File: src/rtl/timer_ctrl.sv
// timer_ctrl: programmable period timer for peripheral timebases.
// A BW-bit up-counter advances once every (prescale+1) clocks and wraps after
// reaching the latched period, emitting a one-cycle tick on each wrap.
// Periodic and one-shot modes; all outputs are registered.
//
// Ports:
//   clk_i       system clock, rising edge
//   nrst_i      asynchronous active-low reset
//   start_i     start request (honoured in IDLE and DONE only)
//   stop_i      abort to IDLE; wins over start_i
//   oneshot_i   1 = stop after first period, 0 = periodic
//   period_i    terminal count P (latched at start)
//   prescale_i  prescaler value S (latched at start), divide = S+1
//   count_o     current counter value
//   tick_o      one-cycle pulse on each period wrap
//   busy_o      high while running
//   done_o      level, one-shot completed
module timer_ctrl #(
  parameter int BW     = 8,
  parameter int PSC_BW = 4
) (
  input  logic              clk_i,
  input  logic              nrst_i,
  input  logic              start_i,
  input  logic              stop_i,
  input  logic              oneshot_i,
  input  logic [BW-1:0]     period_i,
  input  logic [PSC_BW-1:0] prescale_i,
  output logic [BW-1:0]     count_o,
  output logic              tick_o,
  output logic              busy_o,
  output logic              done_o
);

  typedef enum logic [1:0] {
    IDLE = 2'd0,
    RUN  = 2'd1,
    DONE = 2'd2
  } state_t;

  state_t              state;
  state_t              state_nxt;
  logic [PSC_BW-1:0]   psc;
  logic [PSC_BW-1:0]   psc_nxt;
  logic [BW-1:0]       count_nxt;
  logic                tick_nxt;
  logic                busy_nxt;
  logic                done_nxt;
  logic [BW-1:0]       sh_period;
  logic [BW-1:0]       sh_period_nxt;
  logic [PSC_BW-1:0]   sh_psc;
  logic [PSC_BW-1:0]   sh_psc_nxt;
  logic                sh_oneshot;
  logic                sh_oneshot_nxt;

  logic                enable;
  logic                at_top;
  logic                launch;

  // Counter step strobe and terminal-count detect, both from shadow config only.
  always_comb begin
    enable = (psc == sh_psc);
    at_top = (count_o == sh_period);
    launch = start_i && !stop_i;
  end

  // State register together with the registered datapath and outputs.
  always_ff @(posedge clk_i or negedge nrst_i) begin
    if (!nrst_i) begin
      state      <= IDLE;
      psc        <= {PSC_BW{1'b0}};
      count_o    <= {BW{1'b0}};
      tick_o     <= 1'b0;
      busy_o     <= 1'b0;
      done_o     <= 1'b0;
      sh_period  <= {BW{1'b0}};
      sh_psc     <= {PSC_BW{1'b0}};
      sh_oneshot <= 1'b0;
    end else begin
      state      <= state_nxt;
      psc        <= psc_nxt;
      count_o    <= count_nxt;
      tick_o     <= tick_nxt;
      busy_o     <= busy_nxt;
      done_o     <= done_nxt;
      sh_period  <= sh_period_nxt;
      sh_psc     <= sh_psc_nxt;
      sh_oneshot <= sh_oneshot_nxt;
    end
  end

  // Next-state selection; stop_i has priority over everything else.
  always_comb begin
    state_nxt = state;
    case (state)
      IDLE: begin
        if (launch) begin
          state_nxt = RUN;
        end else begin
          state_nxt = IDLE;
        end
      end
      RUN: begin
        if (stop_i) begin
          state_nxt = IDLE;
        end else if (enable && at_top && sh_oneshot) begin
          state_nxt = DONE;
        end else begin
          state_nxt = RUN;
        end
      end
      DONE: begin
        if (stop_i) begin
          state_nxt = IDLE;
        end else if (start_i) begin
          state_nxt = RUN;
        end else begin
          state_nxt = DONE;
        end
      end
      default: begin
        state_nxt = IDLE;
      end
    endcase
  end

  // Next values of the registered outputs, prescaler and shadow config.
  always_comb begin
    psc_nxt        = {PSC_BW{1'b0}};
    count_nxt      = {BW{1'b0}};
    tick_nxt       = 1'b0;
    sh_period_nxt  = sh_period;
    sh_psc_nxt     = sh_psc;
    sh_oneshot_nxt = sh_oneshot;
    busy_nxt       = (state_nxt == RUN);
    done_nxt       = (state_nxt == DONE);
    case (state)
      IDLE, DONE: begin
        if (launch) begin
          sh_period_nxt  = period_i;
          sh_psc_nxt     = prescale_i;
          sh_oneshot_nxt = oneshot_i;
        end else begin
          sh_period_nxt  = sh_period;
        end
      end
      RUN: begin
        if (stop_i) begin
          // Abort: counter and prescaler already defaulted to zero, no tick.
          tick_nxt = 1'b0;
        end else if (enable) begin
          if (at_top) begin
            count_nxt = {BW{1'b0}};
            tick_nxt  = 1'b1;
          end else begin
            // BW-bit add; carry-out intentionally dropped.
            count_nxt = count_o + {{(BW-1){1'b0}}, 1'b1};
          end
        end else begin
          count_nxt = count_o;
          psc_nxt   = psc + {{(PSC_BW-1){1'b0}}, 1'b1};
        end
      end
      default: begin
        tick_nxt = 1'b0;
      end
    endcase
  end

endmodule

File: config.mk
export PLATFORM = sky130hd
export DESIGN_NAME = timer_ctrl
export DESIGN_NICKNAME = d
export VERILOG_FILES = /design/src/rtl/timer_ctrl.sv
export SDC_FILE = /design/constraint.sdc
export NUM_CORES = 1
export LEC_CHECK = 0
export CAP_MARGIN = 20
export CELL_PAD_IN_SITES_DETAIL_PLACEMENT = 0
export CELL_PAD_IN_SITES_GLOBAL_PLACEMENT = 1
export CORE_ASPECT_RATIO = 1.1
export CORE_UTILIZATION = 43
export CTS_BUF_LIST = sky130_fd_sc_hd__clkbuf_4 sky130_fd_sc_hd__clkbuf_8
export CTS_CLUSTER_DIAMETER = 100
export DETAILED_ROUTE_END_ITERATION = 8
export PLACE_DENSITY = 0.88
export SYNTH_ARGS = -nofsm -noshare
export SYNTH_HDL_FRONTEND = slang
export SYNTH_SLANG_ARGS = --single-unit
export TNS_END_PERCENT = 5
File: constraint.sdc
create_clock -name clk_i -period 2.2 [get_ports clk_i]
set_input_delay 0.33 -clock clk_i [delete_from_list [all_inputs] [get_ports clk_i]]
set_output_delay 0.33 -clock clk_i [all_outputs]
set_load 0.02 [all_outputs]
# After elaboration in Yosys (flattened, before gate mapping)
# Cells that the tools add are included.
# Widths: inputs -> output; s select.
[word_totals]
word_cells = 42
regBits = 30
[classes]
addsub = 2
n_eq_ne = 7
n_reduce_logical = 7
n_mux = 17
[ops]
columns = ["op", "n"]
rows = [
  ["$mux 8", 4],
  ["$mux 4", 3],
  ["$add 8x1->8 const B", 1],
  ["$eq 8x8->1", 1],
  ["$mux 2", 4],
  ["$pmux 2 s3", 1],
  ["$mux 1", 5],
  ["$add 4x1->4 const B", 1],
  ["$eq 2x1->1 const B", 2],
  ["$eq 2x2->1 const B", 2],
  ["$eq 4x4->1", 1],
  ["$logic_and 1x1->1", 3],
  ["$ne 3x3->1 const B", 1],
  ["$logic_not 2->1", 1],
  ["$reduce_and 2->1", 1],
  ["$reduce_or 2->1", 1],
  ["$logic_not 1->1", 1],
]

# Longest topological paths before layout
[depth]
depth_word = 7
mapped_depth = 4

# Least setup slack after synthesis
# No wires, ideal clock.
[synth_timing]
kind = "register -> register"
from = "reg psc[0]"
to = "reg count_o[7]"
path_stages_with_launch = 5
t_arrival_ns = 1.456
setup_time_ns = 0.079
n_path_buf = 0
path_slack_ns = 0.665
cell_sequence = "dfrtp_1 > xnor2_2 > a41oi_4 > or4_1 > a21oi_1"
[synth_via]
elab_chain_cells = 2
[synth_lines]
columns = ["item", "line", "rtl"]
rows = [
  ["start, declared", "43", "logic [PSC_BW-1:0] psc;"],
  ["start signal, assigned", "71", "psc <= {PSC_BW{1'b0}};"],
  ["start signal, assigned", "81", "psc <= psc_nxt;"],
  ["$eq 4x4->1", "62", "enable = (psc == sh_psc);"],
  ["$ne 3x3->1 (no source line)", "n/a", ""],
  ["end signal, assigned", "72", "count_o <= {BW{1'b0}};"],
  ["end signal, assigned", "82", "count_o <= count_nxt;"],
  ["end, declared", "29", "output logic [BW-1:0] count_o,"],
]
# No other way between the ends.
# A chain may end at the register's enable or synchronous reset.

# Worst setup path after layout
[layout_timing]
from = "reg count_o[2]"
to = "out count_o[2]"
# No word-level cell between the ends.

==> out/results.txt <==
synthesis warning total - 0
post-route ant nets - 0
Die H - 63.2 µm
Most Crowded Layer GR - met2
top cells by area, synth - dfrtp_1 51%, mux2_2 9.2%, xnor2_4 5.6%
post-CTS sizing - 0
fin. max-slew vios - 0
commonest cells after routing, fill and taps aside - 30 x dfrtp_1, 27 x clkdlybuf4s50_1, 12 x mux2_2
Synth area leader - dfrtp_1
GRT Total Usage - 17.4%
Seq/Total Area, Yosys - 51.2%
first-pass GRT wire length - 4730 µm
drt pass-1 iters - 4
diodes inserted - 0
worst path bufs/invs - 1
Crit path arrival time - 1.46 ns
Max Fclk - 0.559 GHz
post-CTS setup buffers - 0
post-layout min period - 1.79 ns
number of synthesized register bits - 30
top-level I/O count - 28
# fillers - 270
met3 usage - 6.78%
largest net degree at the start of global routing - 31
Num CTS Buffers - 5
Final nets - 171
WL/cell - 14.6 µm
area of the multi-input gates - 706 µm²
FFs w/ async S/R, synth - 100%
min setup slack post-route - 0.410 ns
clock root buffer - clkbuf_4
Clock Path Buffers - 2
GR Layer Usage met2 - 29.7%
crit-path cells - clkdlybuf4s50_1
slowest CP cell - clkdlybuf4s50_1
commonest non-fill, non-tap cell in the layout - dfrtp_1
cts hold-fix bufs - 0
DP Area - 1810 µm²
FF-to-FF setup slack - 0.51 ns
Critical Path RT - 1.87 ns
Hold WC Path Type - input pin to async pin
Reg clk slew, reported paths - 0.09 ns
ys flop type - dfrtp_1
die width - 57.7 µm
fin crit share - 81.4%
DRC - 0
P&R area growth vs syn - 27.2%
CP Class - register to primary output
# clock sinks - 30
vias in the first global route - 1086
max_cap viols - 0
Remaining Overflow, GRT - 0
Worst-Skew Late Latency - 0.32 ns
unrepaired setup endpoints after global routing - no
DRT iter0 DRCs - 32
CP Max Fanout - 7
Post-synth EDFFs - 0
total core area - 3150 µm²
Worst Skew - 0.0102 ns
Register Area - 751 µm²
top cell type's share of synthesized area - 51.2%
Crit path largest cell delay - 0.65 ns
post-DR vias/cell - 5.54
IO buf count - 27
Slew headroom - 57.3%
post-DP HPWL - 2020 µm
pre-CTS setup slack - 0.166 ns
Setup crit end kind - primary output
CTS tree - done
Worst-Margin Slew - 0.637 ns
routed vias - 1030
syn_area_per_cell - 12.9 µm²
GRT met1 Usage - 19.7%
design area - 1860 µm²
H-tree Lvls - 2
Pleak - 0.728 nW
fraction of layout cells with a size suffix above 1 - 23.7%
antenna violations before repair - 0
die area - 3640 µm²
placed cells - 179
Max IR drop VDD - 0.384 mV
initial core utilization - 46.5%
synthesized cell area - 1470 µm²
Power per Cell Area - 667 nW/µm²
row cnt - 21
Final Wtd Congestion - 0.791
TNS Setup - 0 ns
Mapped Cells - 114
Worst path top cell family by delay - buffers and inverters
Unique masters post-synth - 32
Fin. Hold Viols - 0
Finished Layout Cells - 186
CP startpoint kind - register
Routed WL - 2720 µm
final setup vio count - 0
status - completed
syn_nets - 133
synth_stat cells (all sizes together), types with 3 or more instances:
cell   instances
dfrtp         30
xnor2         13
mux2          12
nor2           7
a21oi          6
nand2          6
or3            5
nand3          4
o21ai          4
nand4          3
o31ai          3
layer usage:
metal | wire length [µm] | vias up
li1 | - | 491
met1 | 1150 | 505
met2 | 1380 | 28
met3 | 159 | 6
met4 | 36 | 0
met5 | 0 | -
where the power goes:
group	internal, mW	switching, mW	total, mW
Combinational	0.158	0.100	0.258
Clock	0.145	0.171	0.316
Sequential	0.610	0.0579	0.668
Total	0.913	0.329	1.24
worst paths after layout:
kind / from / cells after the start / end
worst max-delay path: count_o[2] / 1 / count_o[2]
max in group asynchronous: nrst_i / 2 / psc[3]
worst min register to register: sh_oneshot / 2 / sh_oneshot
worst min-delay path: nrst_i / 2 / sh_psc[2]
worst max register to register: psc[0] / 4 / count_o[5]
min in group clk_i: sh_oneshot / 2 / sh_oneshot
registers in the layout (all words and copies together) (netlist names):
| signal | count |
|---|---|
| sh_period | 8 |
| state | 2 |
| sh_oneshot | 1 |
| psc | 4 |
| sh_psc | 4 |
| done_o | 1 |
| count_o | 8 |
| busy_o | 1 |
| tick_o | 1 |
area by class of cell:
| class | count | area share [%] |
|---|---|---|
| Sequential cell | 30 | 40.3 |
| Multi-Input combinational cell | 82 | 37.9 |
| Timing Repair Buffer | 32 | 16.5 |
| Clock buffer | 7 | 2.82 |
| Tap cell | 34 | 2.28 |
| Inverter | 1 | 0.201 |
metrics by stage:
stage / hold WS [ns] / total power, mW / utilization [%]
global placement: 0.504 / 0.931 / 57.4
detailed placement: 0.515 / 0.941 / 57.4
floorplan: 0.0344 / 0.851 / -
finish: 0.382 / 1.24 / 59.1
CTS: 0.390 / 1.26 / 59.1
global route: 0.409 / 1.31 / 59.1
cells by family (layout without fill, tap and decap cells):
kind of cell               after synthesis  count (layout)  synth area share (%)
AOI/OAI and AO/OA                       18              18                  9.22
and+or+nand+nor                         34              34                  14.0
muxes                                   13              13                  9.91
xor gates and xnor gates                15              15                  13.3
buffers and inverters                    2              40                 0.597
DFF                                     30              30                  51.2
adders and majority gates                2               2                  1.71
No activity file was read; power rests on OpenSTA's default activity.
